<file path="src/rtl/load_store_unit_if.sv">
// Execute-stage request, completion status and data-memory bus of the load/store unit.
// master: the load/store unit itself; slave: the core/memory side driving it.
interface load_store_unit_if;
  logic        req_valid;
  logic [2:0]  mem_read_type;
  logic [3:0]  mem_write_mask;
  logic [31:0] addr;
  logic [31:0] store_data;
  logic        stall;
  logic        done;
  logic [31:0] load_data;
  logic        misalign;
  logic        bus_err;
  logic        dmem_valid;
  logic        dmem_ready;
  logic        dmem_we;
  logic [31:0] dmem_addr;
  logic [3:0]  dmem_wstrb;
  logic [31:0] dmem_wdata;
  logic        dmem_rvalid;
  logic [31:0] dmem_rdata;

  modport master (
    input  req_valid, mem_read_type, mem_write_mask, addr, store_data,
    input  dmem_ready, dmem_rvalid, dmem_rdata,
    output stall, done, load_data, misalign, bus_err,
    output dmem_valid, dmem_we, dmem_addr, dmem_wstrb, dmem_wdata
  );

  modport slave (
    output req_valid, mem_read_type, mem_write_mask, addr, store_data,
    output dmem_ready, dmem_rvalid, dmem_rdata,
    input  stall, done, load_data, misalign, bus_err,
    input  dmem_valid, dmem_we, dmem_addr, dmem_wstrb, dmem_wdata
  );
endinterface

</file>
<file path="src/rtl/load_store_unit.sv">
// One load/store at a time over a valid/ready data bus; latency 2 cycles min (store), loads wait for rvalid.
// Stalls the core while the bus is busy; bounded by TIMEOUT_CYCLES, ends with a one-cycle done pulse.
module load_store_unit #(
  parameter int unsigned TIMEOUT_CYCLES = 16
) (
  input  logic              i_clk,
  input  logic              i_rst_n,
  load_store_unit_if.master io_lsu
);
  localparam logic [2:0] RD_BYTE = 3'd1;
  localparam logic [2:0] RD_HALF = 3'd2;
  localparam logic [2:0] RD_WORD = 3'd3;
  localparam logic [2:0] RD_BU   = 3'd4;
  localparam logic [2:0] RD_HU   = 3'd5;

  typedef enum logic [1:0] {S_IDLE, S_REQ, S_WAIT_R, S_DONE} state_t;

  state_t      r_state, w_next;
  logic        r_is_read;
  logic [2:0]  r_rd_type;
  logic [1:0]  r_off;
  logic [29:0] r_word;
  logic [3:0]  r_wstrb;
  logic [31:0] r_wdata;
  logic [31:0] r_cnt;
  logic [31:0] r_load_data;
  logic        r_misalign;
  logic        r_bus_err;

  logic        w_rd_act, w_wr_act, w_act, w_misal, w_tmo;
  logic        w_accept, w_err, w_cap;
  logic [1:0]  w_size;
  logic [3:0]  w_wstrb;
  logic [31:0] w_wdata, w_ext;
  logic [7:0]  w_byte;
  logic [15:0] w_half;

  // Decode the incoming request; a read code takes priority over a write mask.
  always_comb begin
    w_rd_act = io_lsu.mem_read_type inside {RD_BYTE, RD_HALF, RD_WORD, RD_BU, RD_HU};
    w_wr_act = |io_lsu.mem_write_mask;
    w_act    = w_rd_act || w_wr_act;
    if (w_rd_act) begin
      case (io_lsu.mem_read_type)
        RD_HALF, RD_HU: w_size = 2'd1;
        RD_WORD:        w_size = 2'd2;
        default:        w_size = 2'd0;
      endcase
    end else begin
      w_size = io_lsu.mem_write_mask[3] ? 2'd2 : (io_lsu.mem_write_mask[1] ? 2'd1 : 2'd0);
    end
    w_misal = ((w_size == 2'd1) && io_lsu.addr[0]) || ((w_size == 2'd2) && (|io_lsu.addr[1:0]));
    w_wstrb = io_lsu.mem_write_mask << io_lsu.addr[1:0];
    case (w_size)
      2'd0:    w_wdata = {4{io_lsu.store_data[7:0]}};
      2'd1:    w_wdata = {2{io_lsu.store_data[15:0]}};
      default: w_wdata = io_lsu.store_data;
    endcase
  end

  always_comb begin
    w_byte = io_lsu.dmem_rdata[{r_off, 3'b000} +: 8];
    w_half = r_off[1] ? io_lsu.dmem_rdata[31:16] : io_lsu.dmem_rdata[15:0];
    case (r_rd_type)
      RD_BYTE: w_ext = {{24{w_byte[7]}}, w_byte};
      RD_BU:   w_ext = {24'd0, w_byte};
      RD_HALF: w_ext = {{16{w_half[15]}}, w_half};
      RD_HU:   w_ext = {16'd0, w_half};
      default: w_ext = io_lsu.dmem_rdata;
    endcase
  end

  // r_cnt equals the number of cycles already spent in REQ/WAIT_R.
  assign w_tmo = (TIMEOUT_CYCLES != 0) && (r_cnt == TIMEOUT_CYCLES - 1);

  always_ff @(posedge i_clk) begin
    if (!i_rst_n) r_state <= S_IDLE;
    else          r_state <= w_next;
  end

  // A completing handshake or response in the last budgeted cycle beats the timeout.
  always_comb begin
    w_next   = r_state;
    w_accept = 1'b0;
    w_err    = 1'b0;
    w_cap    = 1'b0;
    case (r_state)
      S_IDLE: begin
        if (io_lsu.req_valid && w_act) begin
          w_accept = 1'b1;
          w_next   = w_misal ? S_DONE : S_REQ;
        end
      end
      S_REQ: begin
        if (io_lsu.dmem_ready && !r_is_read) begin
          w_next = S_DONE;
        end else if (w_tmo) begin
          w_next = S_DONE;
          w_err  = 1'b1;
        end else if (io_lsu.dmem_ready) begin
          w_next = S_WAIT_R;
        end
      end
      S_WAIT_R: begin
        if (io_lsu.dmem_rvalid) begin
          w_next = S_DONE;
          w_cap  = 1'b1;
        end else if (w_tmo) begin
          w_next = S_DONE;
          w_err  = 1'b1;
        end
      end
      default: w_next = S_IDLE;
    endcase
  end

  always_ff @(posedge i_clk) begin
    if (!i_rst_n) begin
      r_is_read   <= 1'b0;
      r_rd_type   <= 3'd0;
      r_off       <= 2'd0;
      r_word      <= 30'd0;
      r_wstrb     <= 4'd0;
      r_wdata     <= 32'd0;
      r_cnt       <= 32'd0;
      r_load_data <= 32'd0;
      r_misalign  <= 1'b0;
      r_bus_err   <= 1'b0;
    end else begin
      if (w_accept) begin
        r_is_read   <= w_rd_act;
        r_rd_type   <= io_lsu.mem_read_type;
        r_off       <= io_lsu.addr[1:0];
        r_word      <= io_lsu.addr[31:2];
        r_wstrb     <= w_wstrb;
        r_wdata     <= w_wdata;
        r_cnt       <= 32'd0;
        r_load_data <= 32'd0;
        r_misalign  <= w_misal;
        r_bus_err   <= 1'b0;
      end else if ((r_state == S_REQ) || (r_state == S_WAIT_R)) begin
        r_cnt <= r_cnt + 32'd1;
      end
      if (w_err) r_bus_err   <= 1'b1;
      if (w_cap) r_load_data <= w_ext;
    end
  end

  assign io_lsu.stall      = (r_state == S_IDLE) ? (io_lsu.req_valid && w_act)
                                                 : ((r_state == S_REQ) || (r_state == S_WAIT_R));
  assign io_lsu.done       = (r_state == S_DONE);
  assign io_lsu.load_data  = r_load_data;
  assign io_lsu.misalign   = r_misalign;
  assign io_lsu.bus_err    = r_bus_err;
  assign io_lsu.dmem_valid = (r_state == S_REQ);
  assign io_lsu.dmem_we    = (r_state == S_REQ) && !r_is_read;
  assign io_lsu.dmem_addr  = (r_state == S_REQ) ? {r_word, 2'b00} : 32'd0;
  assign io_lsu.dmem_wstrb = ((r_state == S_REQ) && !r_is_read) ? r_wstrb : 4'd0;
  assign io_lsu.dmem_wdata = ((r_state == S_REQ) && !r_is_read) ? r_wdata : 32'd0;
endmodule

</file>
<file path="src/flat_wrapper.sv">
// flat-port wrapper written by rule: the top's interface ports become plain ports
module load_store_unit_flat 
#(
  parameter int unsigned TIMEOUT_CYCLES = 16
)
  (i_clk, i_rst_n, io_lsu_req_valid, io_lsu_mem_read_type, io_lsu_mem_write_mask, io_lsu_addr, io_lsu_store_data, io_lsu_dmem_ready, io_lsu_dmem_rvalid, io_lsu_dmem_rdata, io_lsu_stall, io_lsu_done, io_lsu_load_data, io_lsu_misalign, io_lsu_bus_err, io_lsu_dmem_valid, io_lsu_dmem_we, io_lsu_dmem_addr, io_lsu_dmem_wstrb, io_lsu_dmem_wdata);
  load_store_unit_if io_lsu_i ();
  input  logic i_clk;
  input  logic i_rst_n;
  input wire logic [$bits(io_lsu_i.req_valid)-1:0] io_lsu_req_valid;
  input wire logic [$bits(io_lsu_i.mem_read_type)-1:0] io_lsu_mem_read_type;
  input wire logic [$bits(io_lsu_i.mem_write_mask)-1:0] io_lsu_mem_write_mask;
  input wire logic [$bits(io_lsu_i.addr)-1:0] io_lsu_addr;
  input wire logic [$bits(io_lsu_i.store_data)-1:0] io_lsu_store_data;
  input wire logic [$bits(io_lsu_i.dmem_ready)-1:0] io_lsu_dmem_ready;
  input wire logic [$bits(io_lsu_i.dmem_rvalid)-1:0] io_lsu_dmem_rvalid;
  input wire logic [$bits(io_lsu_i.dmem_rdata)-1:0] io_lsu_dmem_rdata;
  output wire logic [$bits(io_lsu_i.stall)-1:0] io_lsu_stall;
  output wire logic [$bits(io_lsu_i.done)-1:0] io_lsu_done;
  output wire logic [$bits(io_lsu_i.load_data)-1:0] io_lsu_load_data;
  output wire logic [$bits(io_lsu_i.misalign)-1:0] io_lsu_misalign;
  output wire logic [$bits(io_lsu_i.bus_err)-1:0] io_lsu_bus_err;
  output wire logic [$bits(io_lsu_i.dmem_valid)-1:0] io_lsu_dmem_valid;
  output wire logic [$bits(io_lsu_i.dmem_we)-1:0] io_lsu_dmem_we;
  output wire logic [$bits(io_lsu_i.dmem_addr)-1:0] io_lsu_dmem_addr;
  output wire logic [$bits(io_lsu_i.dmem_wstrb)-1:0] io_lsu_dmem_wstrb;
  output wire logic [$bits(io_lsu_i.dmem_wdata)-1:0] io_lsu_dmem_wdata;
  assign io_lsu_i.req_valid = io_lsu_req_valid;
  assign io_lsu_i.mem_read_type = io_lsu_mem_read_type;
  assign io_lsu_i.mem_write_mask = io_lsu_mem_write_mask;
  assign io_lsu_i.addr = io_lsu_addr;
  assign io_lsu_i.store_data = io_lsu_store_data;
  assign io_lsu_i.dmem_ready = io_lsu_dmem_ready;
  assign io_lsu_i.dmem_rvalid = io_lsu_dmem_rvalid;
  assign io_lsu_i.dmem_rdata = io_lsu_dmem_rdata;
  assign io_lsu_stall = io_lsu_i.stall;
  assign io_lsu_done = io_lsu_i.done;
  assign io_lsu_load_data = io_lsu_i.load_data;
  assign io_lsu_misalign = io_lsu_i.misalign;
  assign io_lsu_bus_err = io_lsu_i.bus_err;
  assign io_lsu_dmem_valid = io_lsu_i.dmem_valid;
  assign io_lsu_dmem_we = io_lsu_i.dmem_we;
  assign io_lsu_dmem_addr = io_lsu_i.dmem_addr;
  assign io_lsu_dmem_wstrb = io_lsu_i.dmem_wstrb;
  assign io_lsu_dmem_wdata = io_lsu_i.dmem_wdata;
  load_store_unit #(.TIMEOUT_CYCLES(TIMEOUT_CYCLES)) u_core (.i_clk(i_clk), .i_rst_n(i_rst_n), .io_lsu(io_lsu_i));
endmodule
</file>
<file path="config.mk">
export PLATFORM = sky130hd
export DESIGN_NAME = load_store_unit_flat
export DESIGN_NICKNAME = d
export VERILOG_FILES = /design/src/rtl/load_store_unit_if.sv /design/src/rtl/load_store_unit.sv /design/src/flat_wrapper.sv
export SDC_FILE = /design/constraint.sdc
export NUM_CORES = 1
export LEC_CHECK = 0
export ABC_AREA = 1
export BUFFER_PORTS_ARGS = -buffer_cell sky130_fd_sc_hd__buf_4
export CAP_MARGIN = 10
export CELL_PAD_IN_SITES_DETAIL_PLACEMENT = 1
export CELL_PAD_IN_SITES_GLOBAL_PLACEMENT = 2
export CORE_ASPECT_RATIO = 0.75
export CORE_MARGIN = 1.5
export CORE_UTILIZATION = 24
export DETAILED_ROUTE_END_ITERATION = 12
export GPL_ROUTABILITY_DRIVEN = 0
export MAX_ROUTING_LAYER = met4
export PLACE_DENSITY = 0.74
export REMOVE_ABC_BUFFERS = 1
export SLEW_MARGIN = 20
export SYNTH_ARGS = -nofsm -noshare
export SYNTH_HDL_FRONTEND = slang
export SYNTH_SLANG_ARGS = --single-unit
</file>
<file path="constraint.sdc">
create_clock -name i_clk -period 1.75 [get_ports i_clk]
set_input_delay 0.2625 -clock i_clk [delete_from_list [all_inputs] [get_ports i_clk]]
set_output_delay 0.2625 -clock i_clk [all_outputs]
set_load 0.01 [all_outputs]
</file>
Yosys cells after proc, flatten, opt, wreduce, memory -nomap -nowiden
Index checks and enable logic that the tools add are counted.
{ "classes": {"bitwise": 1, "shifts": 2, "n_mux": 31, "n_eq_ne": 18, "add_sub_neg": 1, "n_reduce_logical": 19} }
{ "op_table": {"columns": ["cell", "n"], "rows": [
  ["two-way mux 32 bit", 4],
  ["one-hot mux 32 bit (4 select lines)", 1],
  ["one-hot mux 32 bit (2 select lines)", 1],
  ["adder 32 x 1 -> 32 bit, second input constant", 1],
  ["== test 32 x 4 -> 1 bit, second input constant", 1],
  ["indexed part select 32 x 6 -> 8 bit", 1],
  ["two-way mux 2 bit", 9],
  ["two-way mux 16 bit", 1],
  ["== test 3 bit, second input constant", 4],
  ["two-way mux 1 bit", 11],
  ["== test 3 x 2 -> 1 bit, second input constant", 3],
  ["== test 2 bit, second input constant", 3],
  ["== test 3 x 1 -> 1 bit, second input constant", 2],
  ["one-hot mux 2 bit (3 select lines)", 1],
  ["OR reduction 2 bit", 3],
  ["logical AND 1 bit", 5],
  ["nonzero test 5 bit", 1],
  ["== test 2 x 1 -> 1 bit, second input constant", 2],
  ["zero test 2 bit", 2],
  ["two-way mux 4 bit", 1],
  ["inequality test 4 x 2 -> 1 bit, second input constant", 1],
  ["one-hot mux 2 bit (2 select lines)", 1],
  ["nonzero test 2 bit", 2],
  ["OR reduction 4 bit", 1],
  ["other kinds (8)", 10]
]} }
{ "word_totals": {"out_inout_bits": 106, "register_bits": 140, "input_bits": 108} }

Longest topological paths before layout
Gate-level depths: netlist (run 1).
{ "depth": {"ltp_word": 10, "ltp_mapped": 11, "mapped_depth_nobuf": 10} }

Worst setup path after synthesis (run 1)
OpenSTA, ideal clock, no wires.
{ "synth_timing": {"kind": "register to output", "from": "reg u_core.r_state[1]", "to": "out io_lsu_dmem_wdata[10]", "path_buffers": 1, "required_ns": 1.487, "arrival_time_ns": 1.583, "slack_ns": -0.096, "path_stages_with_launch": 8, "cell_sequence": "dfxtp_1 inv_1 ha_1 inv_1 nor2_1 clkinv_1 clkbuf_1 nor2_1"} }
{ "synth_between": {"elab_chain_len": 3} }
{ "synth_rtl": {"columns": ["item", "line_no", "rtl"], "rows": [
  ["start: declaration", "load_store_unit.sv:18", "state_t r_state, w_next;"],
  ["start signal: assignment", "load_store_unit.sv:78", "else r_state <= w_next;"],
  ["== test 2 x 1 -> 1 bit", null, null],
  ["net io_lsu_dmem_valid", "flat_wrapper.sv:23", "output wire logic [$bits(io_lsu_i.dmem_valid)-1:0] io_lsu_dmem_valid;"],
  ["logical AND 1 bit", "load_store_unit.sv:159", "assign io_lsu.dmem_wdata = ((r_state == S_REQ) && !r_is_read) ? r_wdata : 32'd0;"],
  ["net io_lsu_dmem_we", "flat_wrapper.sv:24", "output wire logic [$bits(io_lsu_i.dmem_we)-1:0] io_lsu_dmem_we;"],
  ["two-way mux 32 bit", "load_store_unit.sv:159", null],
  ["end: declaration", "flat_wrapper.sv:27", "output wire logic [$bits(io_lsu_i.dmem_wdata)-1:0] io_lsu_dmem_wdata;"]
]} }
The timed path passes the listed nets, and every way through them passes these cells.

Worst setup path in the final report (run 1)
{ "layout_timing": {"from": "reg u_core.r_state[1]", "to": "out io_lsu_dmem_wdata[1]"} }
{ "layout_between": {"elab_chain_len": 3} }
{ "layout_rtl": {"columns": ["item", "line_no"], "rows": [
  ["== test 2 x 1 -> 1 bit", "load_store_unit.sv:159"],
  ["logical AND 1 bit", "load_store_unit.sv:159"],
  ["two-way mux 32 bit", "load_store_unit.sv:159"]
]} }
No other way between the ends.

==> reports/metrics.yaml, run 1 <==
synthesis:
  syn_area_sq_um: 7130
  avgSynthCellArea_sq_um: 6.51
  postSynthCellCount: 1095
  ys_types: 40
  synth_common_cells: "nand2_1 (275), nor2_1 (156), dfxtp_1 (140)"
  synth_edf_count: 0
  postSynth.asyncResetShare_pct: 0
  yosysMostFrequentCell: "nand2_1"
  ys_ff_latch: 140
  synth_top_area_share_pct: 39.3
  synth_ff_type: "dfxtp_1"
  synth_area_leaders: "dfxtp_1 (39%), nand2_1 (14%), nor2_1 (8.2%), inv_1 (7.1%), o21ai_0 (5.3%)"
  synth_top_area_cell: "dfxtp_1"
  yosysWarningCount: 0
  ys_seq_area_share_pct: 39.3
clock_network:
  clkLatencyLatePin_ns: 0.43
  cts_htree_levels: 4
  numCtsBuffers: 17
  cts_tree: "yes"
  cts_hold_buf: 0
  cts.sinks: 140
  cts_root_buf: "clkbuf_16"
  path_clk_slew_ns: 0.06
  cts_buffer_depth: 2
detailed_routing:
  drtPass1Iterations: 4
  vias: 7921
  via_per_inst: 4.52
  drc: 0
  final_antenna_net_count: 0
  wirelength_microns: 29600
  drt_first_iter_violations: 389
  wire_per_inst_microns: 16.9
power:
  p_leak_nw: 5.00
  cellPowerDensity_nw_per_um2: 1170
  power.total_w: 0.0128
  peakVddDrop_uv: 707
critical_path:
  critPathLaunchType: "flop"
  critPathArrivalTime_ns: 1.75
  cp.required_ns: 1.49
  crit_path_end_kind: "output pin"
  crit_type: "reg2out"
  path_max_fanout: 4
timing:
  skew_ns: 0.00840
  finalHoldViolations: 0
  period_needed_ns: 2.01
  holdWs_ns: 0.0573
  max_freq_ghz: 0.497
  finalSetupViolations: 68
  slew_viol_final: 0
  rsz0062_at_grt: "yes"
  setup_slack_ns: -0.260
  finalCritPeriodShare_pct: 115
worst_hold_path:
  worstHoldPathType: "in2reg"
outcome:
  outcome: "finished with violations"
  violations: "negative setup slack"
floorplanning:
  ios: 214
  die_h_microns: 152
  core_area_sq_um: 29200
  rows: 54
  dieArea_sq_um: 30800
  start_util_pct: 24.4
  die_w_microns: 202
global_route:
  first_global_vias: 8011
  grt_pass1_wl_microns: 46000
  antenna_found_initial: 0
  grt_usage_pct: 19.7
  grt.overflow.total: 0
  grt_max_degree: 35
final_layout:
  diodes: 0
  drive_gt1_share_pct: 31.3
  fillers: 3633
  nets: 1461
  syn_to_final_growth_pct: 53.6
  layoutNonFillerInstCount: 1751
flow_run:
  max_cap_violations: 0
placed_design:
  io_buffers: 211
  dp_hpwl_microns: 20900
  dp.cells: 1704
## metal layers
layer	share of wire, %	track usage, %
met1	51	28.4
met2	42	27.6
met3	5.1	4.13
met4	1.3	5.05
met5	0	-
## final cells by class
cell class              instances  area, sq um  area share, %
multi-input cells             762         4010           36.6
well taps                     392          490           4.48
clock buffers                  20          447           4.08
repair buffers                285         2540           23.2
clock inverters                10          100          0.914
inverters                     142          558           5.09
flip-flops and latches        140         2810           25.7
## critical path, cell delays in order (launching register included)
cell,delay [ns]
dfxtp_2,0.32
inv_2,0.07
ha_4,0.14
inv_4,0.04
nor2_4,0.11
clkinv_4,0.11
buf_12,0.16
clkbuf_16,0.16
nor2_2,0.07
buf_4,0.12
## registers in the layout (all words and copies together), names as in the netlist
signal                   flops
u_core.io_lsu.load_data     32
u_core.r_cnt                32
u_core.r_wdata              32
u_core.r_word               30
u_core.r_wstrb               4
u_core.r_rd_type             3
u_core.r_off                 2
u_core.r_state               2
u_core.io_lsu.bus_err        1
u_core.io_lsu.misalign       1
u_core.r_is_read             1
## logic make-up (layout without fill, tap and decap cells)
| group | after synthesis | after routing | synth area share [%] |
|---|---|---|---|
| multiplexers | 2 | 2 | 0.281 |
| XOR/XNOR | 17 | 17 | 2.09 |
| flip-flops | 140 | 140 | 39.3 |
| buffers and inverters | 194 | 457 | 11.3 |
| adder cells (fa/ha/maj) | 5 | 5 | 0.877 |
| other | 1 | 2 | 0.0526 |
| AND/OR/NAND/NOR | 550 | 550 | 32.1 |
| AO/OA/AOI/OAI | 186 | 186 | 14.0 |
## path summary, 6_finish.rpt
kind | endpoint | start | slack, ns | cells after the start
worst min register to register | u_core.r_word[21] | u_core.r_word[21] | 0.45 | 2
worst max register to register | u_core.r_cnt[28] | u_core.r_state[1] | 0.01 | 10
worst max-delay path | io_lsu_dmem_wdata[1] | u_core.r_state[1] | -0.26 | 9
worst min-delay path | u_core.r_word[3] | io_lsu_addr[5] | 0.06 | 3
## power by group
part	internal, W	switching [W]	leakage, nW
clock network	0.00210	0.00145	0.279
logic	0.00222	0.00313	3.57
registers	0.00362	0.000240	1.14
total	0.00794	0.00482	5.00
## stage by stage
step	setup WS, ns	area [sq um]	TNS (ns)	util (%)
after CTS	-0.297	10600	-13.48	36.3
final	-0.260	11000	-10.95	37.5
after detailed placement	-0.174	9480	-1.17	32.5
after global placement	-0.0603	9480	-0.210	32.5
after floorplan	-1.04	6870	-100.06	-
after global routing	-0.354	11000	-18.26	37.5
## repair_timing
item,4_1_cts,5_1_grt
setup buffers,6,9
cloned,4,2
endpoints found under the hold margin,0,0
setup endpoints to repair,89,104
gates resized for setup,118,75
pin swaps,6,14
## layout by cell type, fill, tap and decap left out, drive strengths merged
cell type / count
nor3: 25
nand4: 5
dfxtp: 140
and2: 1
a31oi: 9
o21ai: 80
nand2: 276
xor2: 9
or2: 9
bufinv: 2
xnor2: 8
o21a: 5
a22o: 1
clkinv: 10
nor3b: 1
nor4: 1
buf: 282
ha: 5
clkinvlp: 2
a21oi: 76
nor2: 157
mux2i: 2
inv: 138
nand3: 75
conb: 2
clkbuf: 23
o22ai: 15
No activity file was read; power rests on OpenSTA's default activity.
==> inputs of run 2 (changes only) <==
ABC_AREA = unset   (was 1)
CORE_UTILIZATION = 26   (was 24)
==> run 2 against run 1 <==
Effect of this change:
- the run still ends with negative setup slack left
- fmax is 0.64% lower
- register-to-register slack worse by 0.21 ns
- power is 7.0% higher
- worst hold slack better by 0.027 ns
- sequential power up 3%
- routed wire length is 14% lower
- flip-flop and latch count unchanged
- critical path type unchanged
- critical endpoint is now io_lsu_dmem_wdata[23]
- largest cell class unchanged
==> reports/metrics.yaml, run 2 <==
floorplanning:
  dieArea_sq_um: 27600
  core_area_sq_um: 26000
  ios: 214
  start_util_pct: 26.6
  die_h_microns: 144
  die_w_microns: 191
  rows: 51
global_route:
  grt_usage_pct: 18.2
  first_global_vias: 6935
  grt_pass1_wl_microns: 38300
  grt_max_degree: 45
  grt.overflow.total: 0
  antenna_found_initial: 0
timing:
  skew_ns: 0.0233
  tightest_slew_ns: 0.774
  max_freq_ghz: 0.494
  setup_slack_ns: -0.274
  finalSetupViolations: 93
  slew_headroom_pct: 48.2
  period_needed_ns: 2.02
  slew_viol_final: 0
  finalCritPeriodShare_pct: 116
  rsz0062_at_grt: "yes"
  finalHoldViolations: 0
detailed_routing:
  wirelength_microns: 25600
  vias: 6993
  via_per_inst: 4.83
  drtPass1Iterations: 4
  drc: 0
  final_antenna_net_count: 0
  wire_per_inst_microns: 17.7
  drt_first_iter_violations: 396
power:
  peakVddDrop_uv: 830
  p_comb_share_pct: 44.2
  power.total_w: 0.0137
  power.switching_w: 0.00504
  seq_power_share_pct: 29.1
  p_sw_share_pct: 36.9
  cellPowerDensity_nw_per_um2: 1260
  power.internal_w: 0.00863
  p_clk_share_pct: 26.7
  p_leak_nw: 4.55
synthesis:
  synth_top_area_share_pct: 40.5
  synth_ff_type: "dfxtp_1"
  avgSynthCellArea_sq_um: 8.40
  postSynthCellCount: 824
  yosysMostFrequentCell: "dfxtp_1"
  yosysWarningCount: 0
  syn_area_sq_um: 6920
  synth_area_leaders: "dfxtp_1 (40%), and2_1 (6.1%), nand2_1 (6.0%), mux2i_1 (4.3%), nor2_1 (4.0%)"
  ys_seq_area_share_pct: 40.5
  ys_types: 62
  postSynth.asyncResetShare_pct: 0
  synth_common_cells: "dfxtp_1 (140), nand2_1 (110), nor2_1 (74)"
  ys_ff_latch: 140
  synth_top_area_cell: "dfxtp_1"
  synth_edf_count: 0
clock_network:
  numCtsBuffers: 17
  path_clk_slew_ns: 0.07
  cts_root_buf: "clkbuf_16"
  cts_htree_levels: 4
  cts_buffer_depth: 2
  cts_tree: "yes"
  cts.sinks: 140
  clkLatencyLatePin_ns: 0.43
flow_run:
  max_cap_violations: 0
critical_path:
  worstSetupStartpoint: "u_core.r_state[1]"
  critPathLaunchType: "flop"
  rrSetupSlack_ns: -0.20
  crit_type: "reg2out"
  critPathArrivalTime_ns: 1.76
  rr_endpoint: "u_core.r_cnt[27]"
  crit_path_end_kind: "output pin"
  worstReg2RegStart: "u_core.r_state[1]"
  setup.worst_path.end: "io_lsu_dmem_wdata[23]"
  r2r_cells: 10
  path_max_fanout: 7
  cp.required_ns: 1.49
final_layout:
  multiInputGateArea_sq_um: 4170
  final_cell_mix: "buf_4 (217), dfxtp_1 (130), nand2_1 (109)"
  final_common_cell: "buf_4"
  drive_gt1_share_pct: 40.6
  seq_area_sq_um: 2820
  diodes: 0
  fillers: 3030
  nets: 1204
  syn_to_final_growth_pct: 56.7
  stdcell_area_sq_um: 10900
placed_design:
  io_buffers: 211
  dp_hpwl_microns: 17200
  placed_area_sq_um: 9350
outcome:
  outcome: "finished with violations"
  violations: "negative setup slack"
worst_hold_path:
  worstHoldPathType: "in2reg"
[run 2: critical path: stages, from the launching register on]
cell	delay (ns)
dfxtp_2	0.33
inv_2	0.04
buf_6	0.11
ha_4	0.17
inv_4	0.06
nor2_4	0.04
buf_12	0.15
clkbuf_16	0.16
and2_1	0.15
buf_4	0.14
[run 2: logic make-up after synthesis]
| family | Yosys count | synth area share [%] |
|---|---|---|
| muxes | 32 | 4.82 |
| and+or+nand+nor | 344 | 24.9 |
| AOI/OAI and AO/OA | 201 | 20.4 |
| DFF | 140 | 40.5 |
| adders and majority gates | 6 | 1.05 |
| xor gates and xnor gates | 30 | 3.79 |
| buffers and inverters | 70 | 4.43 |
| other | 1 | 0.0542 |
[run 2: power by group through the flow]
stage | Combinational, W | Sequential [W] | Clock [W]
final | 0.00604 | 0.00398 | 0.00364
after global routing | 0.00656 | 0.00404 | 0.00389
after CTS | 0.00547 | 0.00396 | 0.00373
after detailed placement | 0.00473 | 0.00401 | 0
after global placement | 0.00467 | 0.00399 | 0
after floorplan | 0.00212 | 0.00398 | 0
[run 2: repair_timing]
item | 4_1_cts | 5_1_grt
setup buffers | 5 | 4
cloned | 5 | 6
setup endpoints to repair | 94 | 122
hold buffers | 0 | 0
pin swaps | 32 | 31
resized for setup | 99 | 82
[run 2: final cells by class]
type	count	area share, %
inverter	12	0.484
clock inverter	13	1.19
timing repair buffer	304	25.9
clock buffer	19	4.08
sequential	140	25.9
tap	344	3.97
multi-input combinational	616	38.4
[run 2: routing by layer]
metal | GRT usage (%) | vias to the layer above | wire, microns
met4 | 3.54 | 0 | 167
li1 | - | 3423 | -
met3 | 4.20 | 13 | 1510
met1 | 24.7 | 3401 | 12500
met5 | - | - | 0
met2 | 27.7 | 156 | 11400
[run 2: worst min path at each step]
stage / endpoint / startpoint / slack, ns / cells after the start
6_report: u_core.io_lsu.load_data[19] / io_lsu_dmem_rdata[19] / 0.08 / 3
5_1_grt: u_core.io_lsu.load_data[26] / io_lsu_dmem_rdata[26] / 0.08 / 3
4_1_cts: u_core.r_word[14] / io_lsu_addr[16] / 0.06 / 3
3_5_place_dp: u_core.r_word[10] / u_core.r_word[10] / 0.44 / 2
3_3_place_gp: u_core.r_word[11] / u_core.r_word[11] / 0.44 / 2
2_1_floorplan: u_core.io_lsu.bus_err / i_rst_n / 0.39 / 1
[run 2: through the flow]
stage / TNS, ns / setup WS (ns) / util, % / hold slack (ns) / cells
3_3_place_gp: -2.53 / -0.0932 / 35.9 / 0.438 / 1396
3_5_place_dp: -4.69 / -0.163 / 35.9 / 0.443 / 1396
5_1_grt: -24.69 / -0.341 / 41.7 / 0.0752 / 1448
2_1_floorplan: -202.79 / -2.28 / - / 0.391 / 767
4_1_cts: -13.54 / -0.291 / 40.0 / 0.0638 / 1438
6_report: -17.47 / -0.274 / 41.7 / 0.0847 / 1448
